--- config.mk ---
export PLATFORM = sky130hd
export DESIGN_NAME = child_generator_flat
export DESIGN_NICKNAME = d
export VERILOG_FILES = /design/src/rtl/child_generator_if.sv /design/src/rtl/child_generator.sv /design/src/flat_wrapper.sv
export SDC_FILE = /design/constraint.sdc
export NUM_CORES = 1
export LEC_CHECK = 0
export ABC_CLOCK_PERIOD_IN_PS = 4900
export BUFFER_PORTS_ARGS = -buffer_cell sky130_fd_sc_hd__buf_2
export CAP_MARGIN = 25
export CELL_PAD_IN_SITES_DETAIL_PLACEMENT = 0
export CELL_PAD_IN_SITES_GLOBAL_PLACEMENT = 1
export CORE_MARGIN = 2
export CORE_UTILIZATION = 40
export DETAILED_ROUTE_END_ITERATION = 16
export GPL_TIMING_DRIVEN = 1
export PLACE_DENSITY = 0.92
export SLEW_MARGIN = 20
export SYNTH_ARGS = -nofsm -noshare
export SYNTH_HDL_FRONTEND = slang
export SYNTH_SLANG_ARGS = --single-unit
export TNS_END_PERCENT = 20
--- constraint.sdc ---
create_clock -name clock -period 4.9 [get_ports clock]
set_input_delay 0.245 -clock clock [delete_from_list [all_inputs] [get_ports clock]]
set_output_delay 0.245 -clock clock [all_outputs]
set_load 0.03 [all_outputs]
--- src/rtl/child_generator_if.sv ---
// Parent hand-off, status-memory read port and candidate bus of the A* child generator.
// The master modport is the generator's view; slave is the surrounding expansion stage.
interface child_generator_if #(
    parameter int COORD_W = 6,
    parameter int G_W     = 12
);
    logic                 parent_valid;
    logic                 parent_ready;
    logic [COORD_W-1:0]   parent_x;
    logic [COORD_W-1:0]   parent_y;
    logic [G_W-1:0]       parent_g;

    logic                 mem_rd_en;
    logic [2*COORD_W-1:0] mem_rd_addr;
    logic [G_W+2:0]       mem_rd_data;

    logic [COORD_W-1:0]   child_x;
    logic [COORD_W-1:0]   child_y;
    logic [G_W-1:0]       children_g;
    logic                 children_v;
    logic                 open_list;
    logic                 close_list;
    logic [G_W-1:0]       open_list_g_int;
    logic                 expand_done;

    modport master (
        input  parent_valid, parent_x, parent_y, parent_g, mem_rd_data,
        output parent_ready, mem_rd_en, mem_rd_addr,
        output child_x, child_y, children_g, children_v,
        output open_list, close_list, open_list_g_int, expand_done
    );

    modport slave (
        output parent_valid, parent_x, parent_y, parent_g, mem_rd_data,
        input  parent_ready, mem_rd_en, mem_rd_addr,
        input  child_x, child_y, children_g, children_v,
        input  open_list, close_list, open_list_g_int, expand_done
    );
endinterface

--- src/rtl/child_generator.sv ---
// A* child generator: walks the N/E/S/W neighbours of one parent, reads each in-bounds
// neighbour's status word and presents non-obstacle neighbours to the validator.
module child_generator #(
    parameter int COORD_W   = 6,
    parameter int G_W       = 12,
    parameter int STEP_COST = 1
) (
    input logic               clock,
    input logic               reset,
    child_generator_if.master bus
);
    typedef enum logic [1:0] {IDLE, ISSUE, WAIT, DONE} state_t;

    state_t state, state_next;

    logic [COORD_W-1:0] px, py;
    logic [G_W-1:0]     pg;
    logic [1:0]         idx;
    logic               idx_last;

    logic [COORD_W-1:0] cx, cy;
    logic               nbr_ok;
    logic               rd_en;

    logic [G_W:0]       g_sum;
    logic [G_W-1:0]     g_sat;

    logic               obstacle;
    logic               rd_open;
    logic               rd_close;
    logic [G_W-1:0]     rd_g;

    logic [COORD_W-1:0] cand_x, cand_y;
    logic [G_W-1:0]     cand_g, cand_sg;
    logic               cand_open, cand_close, cand_v;

    assign idx_last = (idx == 2'd3);

    assign obstacle = bus.mem_rd_data[G_W+2];
    assign rd_open  = bus.mem_rd_data[G_W+1];
    assign rd_close = bus.mem_rd_data[G_W];
    assign rd_g     = bus.mem_rd_data[G_W-1:0];

    // Neighbour order N, E, S, W; grid edges are hard limits, no wrap-around.
    always_comb begin
        cx     = px;
        cy     = py;
        nbr_ok = 1'b1;
        case (idx)
            2'd0: begin
                cy     = py - COORD_W'(1);
                nbr_ok = (py != '0);
            end
            2'd1: begin
                cx     = px + COORD_W'(1);
                nbr_ok = (px != '1);
            end
            2'd2: begin
                cy     = py + COORD_W'(1);
                nbr_ok = (py != '1);
            end
            default: begin
                cx     = px - COORD_W'(1);
                nbr_ok = (px != '0);
            end
        endcase
    end

    always_comb begin
        g_sum = {1'b0, pg} + (G_W+1)'(STEP_COST);
        g_sat = g_sum[G_W] ? '1 : g_sum[G_W-1:0];
    end

    always_ff @(posedge clock) begin
        if (reset) begin
            state <= IDLE;
        end else begin
            state <= state_next;
        end
    end

    always_comb begin
        state_next = state;
        case (state)
            IDLE: begin
                if (bus.parent_valid) begin
                    state_next = ISSUE;
                end
            end
            ISSUE: begin
                if (nbr_ok) begin
                    state_next = WAIT;
                end else if (idx_last) begin
                    state_next = DONE;
                end
            end
            WAIT: begin
                state_next = idx_last ? DONE : ISSUE;
            end
            default: begin
                state_next = IDLE;
            end
        endcase
    end

    always_comb begin
        bus.parent_ready = (state == IDLE);
        rd_en            = (state == ISSUE) && nbr_ok;
        bus.mem_rd_en    = rd_en;
        bus.mem_rd_addr  = rd_en ? {cy, cx} : '0;
        bus.expand_done  = (state == DONE);
    end

    // Candidate data persists between pulses; only cand_v is cleared each cycle.
    always_ff @(posedge clock) begin
        if (reset) begin
            px         <= '0;
            py         <= '0;
            pg         <= '0;
            idx        <= '0;
            cand_x     <= '0;
            cand_y     <= '0;
            cand_g     <= '0;
            cand_sg    <= '0;
            cand_open  <= 1'b0;
            cand_close <= 1'b0;
            cand_v     <= 1'b0;
        end else begin
            cand_v <= 1'b0;
            case (state)
                IDLE: begin
                    if (bus.parent_valid) begin
                        px  <= bus.parent_x;
                        py  <= bus.parent_y;
                        pg  <= bus.parent_g;
                        idx <= '0;
                    end
                end
                ISSUE: begin
                    if (!nbr_ok) begin
                        idx <= idx + 2'd1;
                    end
                end
                WAIT: begin
                    idx <= idx + 2'd1;
                    if (!obstacle) begin
                        cand_x     <= cx;
                        cand_y     <= cy;
                        cand_g     <= g_sat;
                        cand_open  <= rd_open;
                        cand_close <= rd_close;
                        cand_sg    <= rd_g;
                        cand_v     <= 1'b1;
                    end
                end
                default: begin
                end
            endcase
        end
    end

    assign bus.child_x         = cand_x;
    assign bus.child_y         = cand_y;
    assign bus.children_g      = cand_g;
    assign bus.open_list       = cand_open;
    assign bus.close_list      = cand_close;
    assign bus.open_list_g_int = cand_sg;
    assign bus.children_v      = cand_v;
endmodule

--- src/flat_wrapper.sv ---
// flat-port wrapper written by rule: the top's interface ports become plain ports
module child_generator_flat 
#(
    parameter int COORD_W   = 6,
    parameter int G_W       = 12,
    parameter int STEP_COST = 1
)
  (clock, reset, bus_parent_valid, bus_parent_x, bus_parent_y, bus_parent_g, bus_mem_rd_data, bus_parent_ready, bus_mem_rd_en, bus_mem_rd_addr, bus_child_x, bus_child_y, bus_children_g, bus_children_v, bus_open_list, bus_close_list, bus_open_list_g_int, bus_expand_done);
  child_generator_if #(.COORD_W(COORD_W), .G_W(G_W)) bus_i ();
  input logic clock;
  input logic reset;
  input wire logic [$bits(bus_i.parent_valid)-1:0] bus_parent_valid;
  input wire logic [$bits(bus_i.parent_x)-1:0] bus_parent_x;
  input wire logic [$bits(bus_i.parent_y)-1:0] bus_parent_y;
  input wire logic [$bits(bus_i.parent_g)-1:0] bus_parent_g;
  input wire logic [$bits(bus_i.mem_rd_data)-1:0] bus_mem_rd_data;
  output wire logic [$bits(bus_i.parent_ready)-1:0] bus_parent_ready;
  output wire logic [$bits(bus_i.mem_rd_en)-1:0] bus_mem_rd_en;
  output wire logic [$bits(bus_i.mem_rd_addr)-1:0] bus_mem_rd_addr;
  output wire logic [$bits(bus_i.child_x)-1:0] bus_child_x;
  output wire logic [$bits(bus_i.child_y)-1:0] bus_child_y;
  output wire logic [$bits(bus_i.children_g)-1:0] bus_children_g;
  output wire logic [$bits(bus_i.children_v)-1:0] bus_children_v;
  output wire logic [$bits(bus_i.open_list)-1:0] bus_open_list;
  output wire logic [$bits(bus_i.close_list)-1:0] bus_close_list;
  output wire logic [$bits(bus_i.open_list_g_int)-1:0] bus_open_list_g_int;
  output wire logic [$bits(bus_i.expand_done)-1:0] bus_expand_done;
  assign bus_i.parent_valid = bus_parent_valid;
  assign bus_i.parent_x = bus_parent_x;
  assign bus_i.parent_y = bus_parent_y;
  assign bus_i.parent_g = bus_parent_g;
  assign bus_i.mem_rd_data = bus_mem_rd_data;
  assign bus_parent_ready = bus_i.parent_ready;
  assign bus_mem_rd_en = bus_i.mem_rd_en;
  assign bus_mem_rd_addr = bus_i.mem_rd_addr;
  assign bus_child_x = bus_i.child_x;
  assign bus_child_y = bus_i.child_y;
  assign bus_children_g = bus_i.children_g;
  assign bus_children_v = bus_i.children_v;
  assign bus_open_list = bus_i.open_list;
  assign bus_close_list = bus_i.close_list;
  assign bus_open_list_g_int = bus_i.open_list_g_int;
  assign bus_expand_done = bus_i.expand_done;
  child_generator #(.COORD_W(COORD_W), .G_W(G_W), .STEP_COST(STEP_COST)) u_core (.clock(clock), .reset(reset), .bus(bus_i));
endmodule
==> flow_metrics.py <==
metrics = {
    "detailed_routing": {
        "wl_per_cell_um": 13.7,
        "wl_mm": 8.59,
        "drc": 0,
        "drt_iter0_markers": 144,
        "drt_first_pass_iters": 4,
        "via_per_inst": 5.17,
        "ant_nets": 0,
        "vias": 3232,
    },
    "final_layout": {
        "drive_above_1_share_pct": 23.1,
        "fin_nets": 576,
        "n_fill_cell": 841,
        "area_growth_pct": 22.2,
        "final_common_cell": "buf_2",
        "final_cell_mix": "buf_2 (95), nand2_1 (91), dfxtp_1 (67)",
        "final_util_pct": 50.2,
        "diodes": 0,
    },
    "power_and_ir_drop": {
        "powerDensity_nw_per_um2": 476,
        "power_w": 0.00195,
        "peakVddDrop_mv": 0.134,
        "p_leak_nw": 1.71,
    },
    "worst_setup_path": {
        "start_kind": "flop",
        "required_ps": 4660,
        "startpoint": "u_core.idx[0]",
        "cp_data_arrival_time_ps": 2980,
        "path_delay_family": "compound AO/OA/AOI/OAI gates",
        "rr_startpoint": "u_core.idx[0]",
        "crit_chain": "inv_1 > ha_1 > inv_1 > ha_1 > a211oi_1 > o21ai_1 > a311oi_1 > xor2_1 > nor2_1 > buf_2",
        "critPathBufInv": 3,
        "end_kind": "output pin",
        "crit_fanout": 7,
        "critPathMaxStageDelay_ps": 440,
        "critPathKind": "flop to output pin",
        "critical_path.slowest_cell": "a311oi_1",
    },
    "global_route": {
        "grt_antenna_before_repair": 0,
        "grt_pass1_vias": 2942,
        "track_usage_pct": 19.2,
        "grt_remaining_overflow": 0,
        "grt_pass1_wl_mm": 13.8,
        "grt_max_degree": 69,
    },
    "timing": {
        "hold_viol_final": 0,
        "relSlewSlack_pct": 48.2,
        "slew_violations": 0,
        "tightest_slew_ps": 778,
        "fin_crit_ps": 3230,
        "setup_viol": 0,
        "timing.hold.ws_ps": 129,
        "setup_ws_ps": 1670,
        "rsz0062_at_grt": "no",
        "finClkSkew_ps": 15.6,
        "finalSetupTns_ps": 0,
        "fin_crit_sh_pct": 65.9,
        "max_freq_ghz": 0.310,
    },
    "min_path": {
        "hold_path.class": "primary input to flop",
        "min_from": "bus_parent_g[5]",
    },
    "placement": {
        "pre_cts_ws_ps": 2020,
        "port_buffers": 95,
        "dp_hpwl_mm": 6.49,
        "place.gp.congestion": 0.872,
    },
    "synth": {
        "synth_nets": 489,
        "synth_edf_count": 0,
        "synth_seq_cells": 67,
        "netlist-cell-type-count": 41,
        "syn_area_per_cell_sq_um": 7.84,
        "async_flop_share_pct": 0,
        "yosysWarningCount": 0,
        "synth.cell_area_sq_um": 3360,
        "synthCells": 428,
        "yosysSeqAreaShare_pct": 40.0,
        "yosys_most_used_dff": "dfxtp_1",
    },
    "die": {
        "die_area_sq_um": 9140,
        "core_sq_um": 8180,
        "rows": 33,
        "initial_utilization_pct": 41.0,
        "dieWidth_um": 95.6,
        "die_h_um": 95.6,
        "ios": 96,
    },
    "clock_tree": {
        "cts_max_level": 3,
        "cts_max_path_buffers": 2,
        "cts_resized": 0,
        "root_buffer": "clkbuf_8",
        "cts_tree": "yes",
        "clk_pin_slew_ps": 80,
        "numCtsBuffers": 9,
        "clock-sinks": 67,
        "clock_latency_ps": 340,
        "cts_hold_buf": 0,
        "postCtsSetupBuffers": 0,
    },
    "status": {
        "status": "complete, no violations",
    },
    "flow_run": {
        "drv_cap": 0,
    },
}
## state kept, by name (all words and copies together) (netlist names)
| signal | cells |
|---|---|
| u_core.bus.children_g | 12 |
| u_core.bus.open_list_g_int | 12 |
| u_core.pg | 12 |
| u_core.bus.child_x | 6 |
| u_core.bus.child_y | 6 |
| u_core.px | 6 |
| u_core.py | 6 |
| u_core.idx | 2 |
| u_core.state | 2 |
| u_core.bus.children_v | 1 |
| u_core.bus.close_list | 1 |
| u_core.bus.open_list | 1 |
## metrics by stage
stage / std cells / cell area [sq um]
after floorplan: 428 / 3360
after global placement: 608 / 3900
after detailed placement: 609 / 3910
after CTS: 625 / 4100
after global routing: 625 / 4100
final: 625 / 4100
## cell families after synthesis
kind of cell	count (synthesis)	synth area share, %
multiplexers	3	0.895
adder cells (fa/ha/maj)	19	7.53
XOR/XNOR	14	3.65
AND/OR/NAND/NOR	179	23.6
buffers and inverters	38	4.29
flip-flops	67	40.0
AO/OA/AOI/OAI	108	20.1
## worst register-to-register path: cells and delay by family, from the launching register on
kind	cells	cell delay, ps
buffers and inverters	2	330
adders and majority gates	2	560
AOI/OAI and AO/OA	4	1230
and+or+nand+nor	1	100
DFF	1	430
## where the power goes
group | switching (W) | internal [W] | leakage (nW)
clock network | 0.000210 | 0.000235 | 0.0885
logic | 0.000536 | 0.000277 | 1.08
registers | 0.0000748 | 0.000618 | 0.545
## final cells by class
type	instances	area [sq um]	area share, %
flip-flops and latches	67	1340	32.7
clock inverters	6	66.3	1.62
inverters	16	60.1	1.46
repair buffers	98	502	12.2
clock buffers	10	128	3.11
well taps	105	131	3.20
multi-input cells	323	1870	45.7
## cell usage after synthesis (2+ instances only)
library cell  instances  area [sq um]
nor4b_1               2          17.5
nor2_1               43           161
nand2_1              91           342
nand2b_1              3          18.8
a21o_1                4          30.0
or3_1                 5          31.3
a21oi_1              54           270
inv_1                16          60.1
a211o_1               2          17.5
o31ai_1               3          22.5
xor2_1                8          70.1
nand3_1               8          40.0
and4_1                2          17.5
nand4_1               4          25.0
mux2i_1               3          30.0
and3_4                2          22.5
nor3_1                7          35.0
nor4_1                2          12.5
a311oi_1              5          43.8
o21ai_0              10          50.1
dfxtp_1              67          1340
ha_1                 17           213
and2_1                2          12.5
a211oi_1             23           173
clkbuf_1             20          75.1
fa_1                  2          40.0
xnor2_1               6          52.6
nor2b_1               4          25.0
## layer usage
metal	up-vias	global-route usage (%)	wire length [um]
met5	-	0	0
met4	0	7.86	111
met3	7	3.16	594
met2	107	29.7	3750
met1	1468	26.5	4140
li1	1650	-	-
## path summary, 6_finish.rpt
check / depth (start not counted) / slack (ps) / endpoint
hold reg to reg: 2 / 450 / u_core.bus.children_g[10]
setup reg to reg: 9 / 2150 / u_core.bus.child_y[5]
hold / removal: 3 / 130 / u_core.pg[5]
setup / recovery: 10 / 1670 / bus_mem_rd_addr[11]
(Power assumes the default switching activity.)
